===== config.mk =====
export PLATFORM = sky130hd
export DESIGN_NAME = argmax_result_flat
export DESIGN_NICKNAME = d
export VERILOG_FILES = /design/src/rtl/argmax_result_if.sv /design/src/rtl/argmax_result.sv /design/src/flat_wrapper.sv
export SDC_FILE = /design/constraint.sdc
export NUM_CORES = 1
export LEC_CHECK = 0
export CAP_MARGIN = 20
export CORE_MARGIN = 2
export CORE_UTILIZATION = 53
export DETAILED_ROUTE_END_ITERATION = 6
export PLACE_DENSITY = 0.9
export SETUP_SLACK_MARGIN = 0.3
export SYNTH_ARGS = -nofsm -noshare
export SYNTH_HDL_FRONTEND = slang
export SYNTH_SLANG_ARGS = --single-unit

===== constraint.sdc =====
create_clock -name clk_25m -period 3.4 [get_ports clk_25m]
set_clock_uncertainty 0.1 [all_clocks]
set_input_delay 0.85 -clock clk_25m [delete_from_list [all_inputs] [get_ports clk_25m]]
set_output_delay 0.85 -clock clk_25m [all_outputs]
set_load 0.01 [all_outputs]

===== src/rtl/argmax_result_if.sv =====
// Score stream in, classification result out, between the last FC layer,
// the argmax stage and the accuracy-count/UART stage.
//   in_valid/in_ready/in_data/in_last : score beats, one per class
//   final_number/max_score            : winning class and its score, held
//   uart_en/frame_err                 : one-cycle result / framing strobes
//   frame_cnt                         : emitted-result counter
// master = score producer / result consumer; slave = argmax_result.
interface argmax_result_if #(
  parameter int unsigned DWIDTH = 16,
  parameter int unsigned IDX_W  = 4
);
  logic              in_valid;
  logic              in_ready;
  logic [DWIDTH-1:0] in_data;
  logic              in_last;
  logic [IDX_W-1:0]  final_number;
  logic [DWIDTH-1:0] max_score;
  logic              uart_en;
  logic              frame_err;
  logic [15:0]       frame_cnt;

  modport master (
    output in_valid, in_data, in_last,
    input  in_ready, final_number, max_score, uart_en, frame_err, frame_cnt
  );

  modport slave (
    input  in_valid, in_data, in_last,
    output in_ready, final_number, max_score, uart_en, frame_err, frame_cnt
  );
endinterface


===== src/rtl/argmax_result.sv =====
// Final classification stage: tracks the running signed maximum over
// NUM_CLASS score beats and emits the winning class index per frame.
// Ports:
//   clk_25m : system clock
//   rst_n   : asynchronous active-low reset
//   bus     : argmax_result_if.slave (score stream in, result/debug out)
// All outputs, including in_ready, are registered.
module argmax_result #(
  parameter int unsigned NUM_CLASS = 10,
  parameter int unsigned DWIDTH    = 16,
  parameter int unsigned IDX_W     = 4
) (
  input  logic          clk_25m,
  input  logic          rst_n,
  argmax_result_if.slave bus
);

  localparam int unsigned CNT_W = 16;

  localparam logic [1:0] S_IDLE  = 2'd0;
  localparam logic [1:0] S_ACCUM = 2'd1;
  localparam logic [1:0] S_EMIT  = 2'd2;

  localparam logic [IDX_W-1:0] LAST_BEAT = IDX_W'(NUM_CLASS - 1);

  logic [1:0]        state_q, state_d;
  logic              in_ready_q, in_ready_d;
  logic [IDX_W-1:0]  beat_q, beat_d;
  logic [DWIDTH-1:0] cur_max_q, cur_max_d;
  logic [IDX_W-1:0]  cur_idx_q, cur_idx_d;
  logic [IDX_W-1:0]  final_number_q, final_number_d;
  logic [DWIDTH-1:0] max_score_q, max_score_d;
  logic              uart_en_q, uart_en_d;
  logic              frame_err_q, frame_err_d;
  logic [CNT_W-1:0]  frame_cnt_q, frame_cnt_d;

  logic              accept;
  logic              take;
  logic [IDX_W-1:0]  beat_idx;
  logic [DWIDTH-1:0] upd_max;
  logic [IDX_W-1:0]  upd_idx;

  // Next-state and output logic
  always_comb begin
    state_d        = state_q;
    beat_d         = beat_q;
    cur_max_d      = cur_max_q;
    cur_idx_d      = cur_idx_q;
    final_number_d = final_number_q;
    max_score_d    = max_score_q;
    frame_cnt_d    = frame_cnt_q;
    uart_en_d      = 1'b0;
    frame_err_d    = 1'b0;

    accept   = bus.in_valid && in_ready_q;
    // First beat of a frame always seeds the maximum, even at the most-negative value
    beat_idx = (state_q == S_IDLE) ? '0 : beat_q;
    take     = (state_q == S_IDLE) || ($signed(bus.in_data) > $signed(cur_max_q));
    upd_max  = take ? bus.in_data : cur_max_q;
    upd_idx  = take ? beat_idx    : cur_idx_q;

    case (state_q)
      S_IDLE, S_ACCUM: begin
        if (accept) begin
          if (beat_idx == LAST_BEAT) begin
            // Result registers load here so they appear together with uart_en
            state_d        = S_EMIT;
            beat_d         = '0;
            final_number_d = upd_idx;
            max_score_d    = upd_max;
            uart_en_d      = 1'b1;
            frame_cnt_d    = frame_cnt_q + CNT_W'(1);
            frame_err_d    = !bus.in_last;
          end else if (bus.in_last) begin
            // Early end of frame: drop the partial result
            state_d     = S_IDLE;
            beat_d      = '0;
            frame_err_d = 1'b1;
          end else begin
            state_d   = S_ACCUM;
            beat_d    = beat_idx + IDX_W'(1);
            cur_max_d = upd_max;
            cur_idx_d = upd_idx;
          end
        end
      end
      S_EMIT: begin
        state_d = S_IDLE;
      end
      default: begin
        state_d = S_IDLE;
        beat_d  = '0;
      end
    endcase

    // Bubble exactly during the emit cycle
    in_ready_d = (state_d != S_EMIT);
  end

  // State and output registers
  always_ff @(posedge clk_25m or negedge rst_n) begin
    if (!rst_n) begin
      state_q        <= S_IDLE;
      in_ready_q     <= 1'b0;
      beat_q         <= '0;
      cur_max_q      <= '0;
      cur_idx_q      <= '0;
      final_number_q <= '0;
      max_score_q    <= '0;
      uart_en_q      <= 1'b0;
      frame_err_q    <= 1'b0;
      frame_cnt_q    <= '0;
    end else begin
      state_q        <= state_d;
      in_ready_q     <= in_ready_d;
      beat_q         <= beat_d;
      cur_max_q      <= cur_max_d;
      cur_idx_q      <= cur_idx_d;
      final_number_q <= final_number_d;
      max_score_q    <= max_score_d;
      uart_en_q      <= uart_en_d;
      frame_err_q    <= frame_err_d;
      frame_cnt_q    <= frame_cnt_d;
    end
  end

  assign bus.in_ready     = in_ready_q;
  assign bus.final_number = final_number_q;
  assign bus.max_score    = max_score_q;
  assign bus.uart_en      = uart_en_q;
  assign bus.frame_err    = frame_err_q;
  assign bus.frame_cnt    = frame_cnt_q;

endmodule


===== src/flat_wrapper.sv =====
// flat-port wrapper written by rule: the top's interface ports become plain ports
module argmax_result_flat 
#(
  parameter int unsigned NUM_CLASS = 10,
  parameter int unsigned DWIDTH    = 16,
  parameter int unsigned IDX_W     = 4
)
  (clk_25m, rst_n, bus_in_valid, bus_in_data, bus_in_last, bus_in_ready, bus_final_number, bus_max_score, bus_uart_en, bus_frame_err, bus_frame_cnt);
  argmax_result_if #(.DWIDTH(DWIDTH), .IDX_W(IDX_W)) bus_i ();
  input  logic clk_25m;
  input  logic rst_n;
  input wire logic [$bits(bus_i.in_valid)-1:0] bus_in_valid;
  input wire logic [$bits(bus_i.in_data)-1:0] bus_in_data;
  input wire logic [$bits(bus_i.in_last)-1:0] bus_in_last;
  output wire logic [$bits(bus_i.in_ready)-1:0] bus_in_ready;
  output wire logic [$bits(bus_i.final_number)-1:0] bus_final_number;
  output wire logic [$bits(bus_i.max_score)-1:0] bus_max_score;
  output wire logic [$bits(bus_i.uart_en)-1:0] bus_uart_en;
  output wire logic [$bits(bus_i.frame_err)-1:0] bus_frame_err;
  output wire logic [$bits(bus_i.frame_cnt)-1:0] bus_frame_cnt;
  assign bus_i.in_valid = bus_in_valid;
  assign bus_i.in_data = bus_in_data;
  assign bus_i.in_last = bus_in_last;
  assign bus_in_ready = bus_i.in_ready;
  assign bus_final_number = bus_i.final_number;
  assign bus_max_score = bus_i.max_score;
  assign bus_uart_en = bus_i.uart_en;
  assign bus_frame_err = bus_i.frame_err;
  assign bus_frame_cnt = bus_i.frame_cnt;
  argmax_result #(.NUM_CLASS(NUM_CLASS), .DWIDTH(DWIDTH), .IDX_W(IDX_W)) u_core (.clk_25m(clk_25m), .rst_n(rst_n), .bus(bus_i));
endmodule

# Yosys cells after proc, flatten, opt, wreduce, memory -nomap -nowiden
# Cells that the tools add are included.
[word_totals]
wordCells = 47
regBits = 65
out_inout_bits = 39
[classes]
mux = 18
n_eq_ne = 5
n_addsub = 2
n_reduce_logical = 8
n_bitwise = 3
magnitude_cmp = 1
[op_table]
columns = ["op", "n"]
rows = [
  ["$mux W4", 5],
  ["$add A16 B1 Y16 const B", 1],
  ["$gt A16 B16 Y1", 1],
  ["$mux W16", 1],
  ["$mux W1", 8],
  ["$pmux W4 S2", 1],
  ["$mux W2", 3],
  ["$add A4 B1 Y4 const B", 1],
  ["$eq A4 B4 Y1 const B", 1],
  ["$reduce_and A4 Y1", 1],
  ["$not A1 Y1", 3],
  ["$reduce_and A3 Y1", 1],
  ["$eq A2 B1 Y1 const B", 1],
  ["$eq A2 B2 Y1 const B", 1],
  ["$logic_not A2 Y1", 1],
  ["$ne A2 B1 Y1 const B", 1],
  ["$ne A2 B2 Y1 const B", 1],
  ["$reduce_and A2 Y1", 1],
  ["$reduce_or A2 Y1", 1],
  ["$logic_and A1 B1 Y1", 1],
  ["$logic_not A1 Y1", 1],
  ["$logic_or A1 B1 Y1", 1],
]

# Logic depth before layout (Yosys ltp)
[depth]
word_depth = 7
depth_mapped = 12

# Worst setup path before layout
# Ideal clock, no wire load.
[synth_timing]
kind = "input-to-reg"
from = "input port bus_in_data[13]"
to = "register u_core.cur_max_q[0]"
arrival_ns = 2.814
setup_slack_ns = 0.361
setup_time_ns = 0.125
n_path_buf = 1
path_stages = 8
required_ns = 3.175
cell_sequence = "ha_1 > a21o_1 > a211o_1 > nor4_1 > o2111ai_2 > nand3_1 > buf_2 > mux2_2"
[synth_via]
elab_chain_cells = 3
[synth_rtl]
columns = ["element", "line", "rtl"]
rows = [
  ["start: declaration", "flat_wrapper.sv:13", "input wire logic [$bits(bus_i.in_data)-1:0] bus_in_data;"],
  ["$gt A16 B16 Y1", "argmax_result.sv:58", "take = (state_q == S_IDLE) || ($signed(bus.in_data) > $signed(cur_max_q));"],
  ["$logic_or A1 B1 Y1", "argmax_result.sv:58", ""],
  ["$mux W16", "argmax_result.sv:59", "upd_max = take ? bus.in_data : cur_max_q;"],
  ["end signal: assignment", "argmax_result.sv:117", "cur_max_q <= cur_max_d;"],
  ["end: declaration", "argmax_result.sv:29", "logic [DWIDTH-1:0] cur_max_q, cur_max_d;"],
]
# Every way passes these cells.
# A chain may end at the register's enable or synchronous reset.

# Worst setup path in the final report
[layout_timing]
from = "input port bus_in_data[8]"
to = "register u_core.max_score_q[15], in the netlist u_core.bus.max_score[15]"
[layout_via]
elab_chain_cells = 3
[layout_rtl]
columns = ["element", "line", "rtl"]
rows = [
  ["$gt A16 B16 Y1", "argmax_result.sv:58", ""],
  ["$logic_or A1 B1 Y1", "argmax_result.sv:58", ""],
  ["$mux W16", "argmax_result.sv:59", ""],
  ["end signal: assignment", "argmax_result.sv:120", "max_score_q <= max_score_d;"],
  ["end: declaration", "argmax_result.sv:32", "logic [DWIDTH-1:0] max_score_q, max_score_d;"],
]
# Every way passes these cells.

==> flow_summary_export.csv <==
group,metric,value,unit
run_status,outcome,"completed",
critical_path,critPathLaunchType,"input pin",
global_routing,grt-ovfl-total,0,
clock_tree,htree_levels,3,
drt,iteration_0_drc_markers,226,
global_routing,grt_antenna_before_repair,0,
pwr,p_leak,0.00209,uW
clock_tree,total_of_hold_buffers_inserted_after_clock_tree_synthesis,0,
drt,drt_pre_antenna_iters,4,
sta,layout_setup_ws,378,ps
die,boundaryPins,59,
placed_design,gp_routability_congestion,0.826,
min_path,hold_path_class,"input pin to async pin",
logic_synthesis,post_synth_xor_area_fraction,0.0389,
pwr,finalPower,2350,uW
clock_tree,clk_path_buf_depth,2,
pwr,power_density,513,nW/um2
critical_path,critical_path.reg2reg.startpoint,"u_core.state_q[1]$_DFF_PN0_",
sta,slew_at_the_pin_closest_to_its_max_slew_limit,514,ps
cells_and_area,n_antenna_cell,0,
sta,timing.final.max_slew_violations,0,
die,floorplan.die.width,83.9,um
logic_synthesis,syn_inst,335,
cells_and_area,final_core_util,0.733,
sta,min_period,3020,ps
critical_path,required,3570,ps
logic_synthesis,post_synth.cell_area_avg,10.1,um2
logic_synthesis,syn_nets,375,
critical_path,worstSetupPathType,"input pin to flop",
logic_synthesis,synth_mux_area_frac,0.0563,
global_routing,grt_pass1_wl,14.0,mm
critical_path,cp-startpoint,"bus_in_data[8]",
cells_and_area,instances_no_fill,500,
placed_design,number_of_buffers_inserted_by_port_buffering,58,
drt,detailed_route_wl,8.62,mm
clock_tree,cts.sinks,65,
placed_design,dp_slack,-276,ps
clock_tree,tritoncts.num_buffers,9,
clock_tree,ctsRootBufferMaster,"sky130_fd_sc_hd__clkbuf_8",
sta,hold_slack,183,ps
die,coreArea,6240,um2
logic_synthesis,mappedNetlistArea,3380,um2
critical_path,worst_ep_arrival_time,3190,ps
sta,rsz0062_at_grt,"true",
logic_synthesis,post_synth_and_or_nand_nor_area_fraction,0.161,
drt,drt-wirelength-per-cell,17.2,um
die,die_h,83.9,um
clock_tree,tritoncts_clock_tree,"done",
drt,post-route-drc-count,0,
cells_and_area,synthToLayoutAreaGrowth,35.3,%
global_routing,via_count_of_the_first_global_routing_pass,2995,
sta,relSlewSlack,0.654,
cells_and_area,nNetsFinal,458,
pwr,ir_drop,0.000350,V
sta,final.period_utilization,0.889,
die,num_rows,29,
sta,timing.fmax,331,MHz
sta,finalHoldViolCount,0,
cells_and_area,fraction_of_final_layout_cells_with_drive_strength_greater_than_1,0.189,
placed_design,hpwl_after_dpl,5.68,mm
drt,ant_nets,0,
logic_synthesis,largest_family_of_logic_cells_by_synthesized_area,"simple AND/OR/NAND/NOR gates",
die,initial_utilization,0.542,
logic_synthesis,synth_top_flop_cell,"sky130_fd_sc_hd__dfrtp_1",
die,fp.dieArea,7030,um2
placed_design,placed_cells,480,
clock_tree,clk-insertion-delay-late,340,ps
sta,finalSetupViolCount,0,
logic_synthesis,yosys.area_share.adder,0.0740,
critical_path,critPathCaptureType,"flop",
clock_tree,cts.clk_slew.worst_paths,70,ps
drt,via_density_per_instance,5.93,
logic_synthesis,post_synth_edffs,0,
logic_synthesis,synth_compound_area_frac,0.145,
logic_synthesis,synth.ff_latch_count,65,
global_routing,grt_start_max_net_pins,40,
logic_synthesis,synth_cell_types,49,
logic_synthesis,async_flop_share,1.00,
logic_synthesis,part_of_the_yosys_area_used_for_sequential_elements,0.481,
flow_run,maxCapViolations,0,
drt,via_count,2964,
global_routing,global_route.usage.total,0.249,
critical_path,cp_max_fo,5,
logic_synthesis,synth_warn,0,
==> sequential cells by signal (all words and copies together) (netlist names), 2 cells and up <==
| signal | cells |
|---|---|
| u_core.cur_max_q | 16 |
| u_core.cur_idx_q | 4 |
| u_core.bus.max_score | 16 |
| u_core.beat_q | 4 |
| u_core.bus.final_number | 4 |
| u_core.bus.frame_cnt | 16 |
| u_core.state_q | 2 |
==> area by class of cell <==
class / instances / area [um2]
inverters: 22 / 83.8
repair buffers: 87 / 806
multi-input cells: 233 / 1700
clock inverters: 4 / 97.6
clock buffers: 12 / 165
fillers: 433 / 1670
well taps: 77 / 96.3
flip-flops and latches: 65 / 1630
==> metal layers <==
layer / global-route usage / share of wire / vias up / routed length, um
li1: - / - / 1369 / -
met1: 0.307 / 0.42 / 1455 / 3630
met2: 0.416 / 0.50 / 118 / 4300
met3: 0.0504 / 0.058 / 22 / 497
met4: 0.128 / 0.023 / 0 / 201
met5: 0 / 0 / - / 0
==> report_power, final <==
part | internal (uW) | switching, uW
clock | 547 | 300
sequential | 844 | 62.0
combinational | 282 | 314
==> what timing repair did <==
action / in CTS / in global routing
buffers inserted: 2 / 0
pin swaps: 10 / 4
cloned: 2 / 0
endpoints found under the setup margin: 39 / 38
gates resized for setup: 17 / 12
==> worst max-delay path, stage by stage <==
cell	delay, ps
sky130_fd_sc_hd__clkdlybuf4s50_1	460
sky130_fd_sc_hd__ha_1	260
sky130_fd_sc_hd__a21oi_2	210
sky130_fd_sc_hd__nor3_4	60
sky130_fd_sc_hd__or4_4	450
sky130_fd_sc_hd__a2111oi_4	400
sky130_fd_sc_hd__buf_4	220
sky130_fd_sc_hd__o21ai_0	110
sky130_fd_sc_hd__a31oi_1	170
==> layout by cell type (no fill, tap or decap), types with 9 or more instances in the layout <==
master | synthesis | final
sky130_fd_sc_hd__ha_1 | 20 | 14
sky130_fd_sc_hd__clkbuf_8 | 0 | 12
sky130_fd_sc_hd__buf_4 | 0 | 25
sky130_fd_sc_hd__a31oi_1 | 18 | 18
sky130_fd_sc_hd__xnor2_1 | 10 | 10
sky130_fd_sc_hd__nand2_1 | 19 | 17
sky130_fd_sc_hd__nand4_1 | 9 | 9
sky130_fd_sc_hd__clkdlybuf4s50_1 | 0 | 51
sky130_fd_sc_hd__nor2_1 | 30 | 30
sky130_fd_sc_hd__inv_1 | 21 | 21
sky130_fd_sc_hd__nand3_1 | 26 | 25
sky130_fd_sc_hd__mux2_2 | 14 | 14
sky130_fd_sc_hd__dfrtp_1 | 65 | 65
sky130_fd_sc_hd__o21ai_1 | 10 | 12
sky130_fd_sc_hd__o21ai_0 | 15 | 13
==> metrics by stage <==
step / instance area (um2) / TNS (ps)
global route: 4580 / 0
finish: 4580 / 0
global placement: 4170 / -3960
detailed placement: 4170 / -5890
floorplan: 3380 / 0
CTS: 4510 / 0
==> synthesized netlist by cell type, types with 2 or more instances <==
cell	number	area, um2
sky130_fd_sc_hd__nand3_1	26	130
sky130_fd_sc_hd__xnor2_1	10	87.6
sky130_fd_sc_hd__dfrtp_1	65	1630
sky130_fd_sc_hd__and2_1	7	43.8
sky130_fd_sc_hd__ha_1	20	250
sky130_fd_sc_hd__o21ai_1	10	50.1
sky130_fd_sc_hd__and3_1	2	12.5
sky130_fd_sc_hd__and4_1	2	17.5
sky130_fd_sc_hd__clkbuf_1	11	41.3
sky130_fd_sc_hd__a21oi_1	8	40.0
sky130_fd_sc_hd__o21a_1	2	15.0
sky130_fd_sc_hd__nand3b_1	2	15.0
sky130_fd_sc_hd__nand4_1	9	56.3
sky130_fd_sc_hd__o21ai_0	15	75.1
sky130_fd_sc_hd__buf_2	3	15.0
sky130_fd_sc_hd__mux2_2	14	158
sky130_fd_sc_hd__xor2_1	5	43.8
sky130_fd_sc_hd__inv_1	21	78.8
sky130_fd_sc_hd__nand2_1	19	71.3
sky130_fd_sc_hd__nor2_1	30	113
sky130_fd_sc_hd__o211ai_1	3	22.5
sky130_fd_sc_hd__nor4_1	2	12.5
sky130_fd_sc_hd__or2_2	2	12.5
sky130_fd_sc_hd__a31oi_1	18	113
sky130_fd_sc_hd__mux2_1	2	22.5
sky130_fd_sc_hd__a32o_1	4	40.0
==> kinds of logic (layout without fill, tap and decap cells) <==
group / count (synthesis) / count (layout)
adder cells (fa/ha/maj): 20 / 20
multiplexers: 17 / 17
buffers and inverters: 37 / 125
AO/OA/AOI/OAI: 73 / 73
flip-flops: 65 / 65
AND/OR/NAND/NOR: 108 / 108
XOR/XNOR: 15 / 15
==> worst paths after layout <==
check | depth (start not counted) | slack (ps) | end
min in group clk_25m | 1 | 370 | u_core.bus.frame_cnt[15]$_DFFE_PN0P_
hold reg to reg | 1 | 370 | u_core.bus.frame_cnt[15]$_DFFE_PN0P_
setup / recovery | 9 | 380 | u_core.bus.max_score[15]$_DFFE_PN0P_
max in group asynchronous | 2 | 2360 | u_core.bus.final_number[3]$_DFFE_PN0P_
hold / removal | 1 | 180 | u_core.bus.frame_cnt[15]$_DFFE_PN0P_
setup reg to reg | 10 | 440 | u_core.cur_max_q[11]$_DFFE_PN0P_
Power figures use the tool's default switching activity.
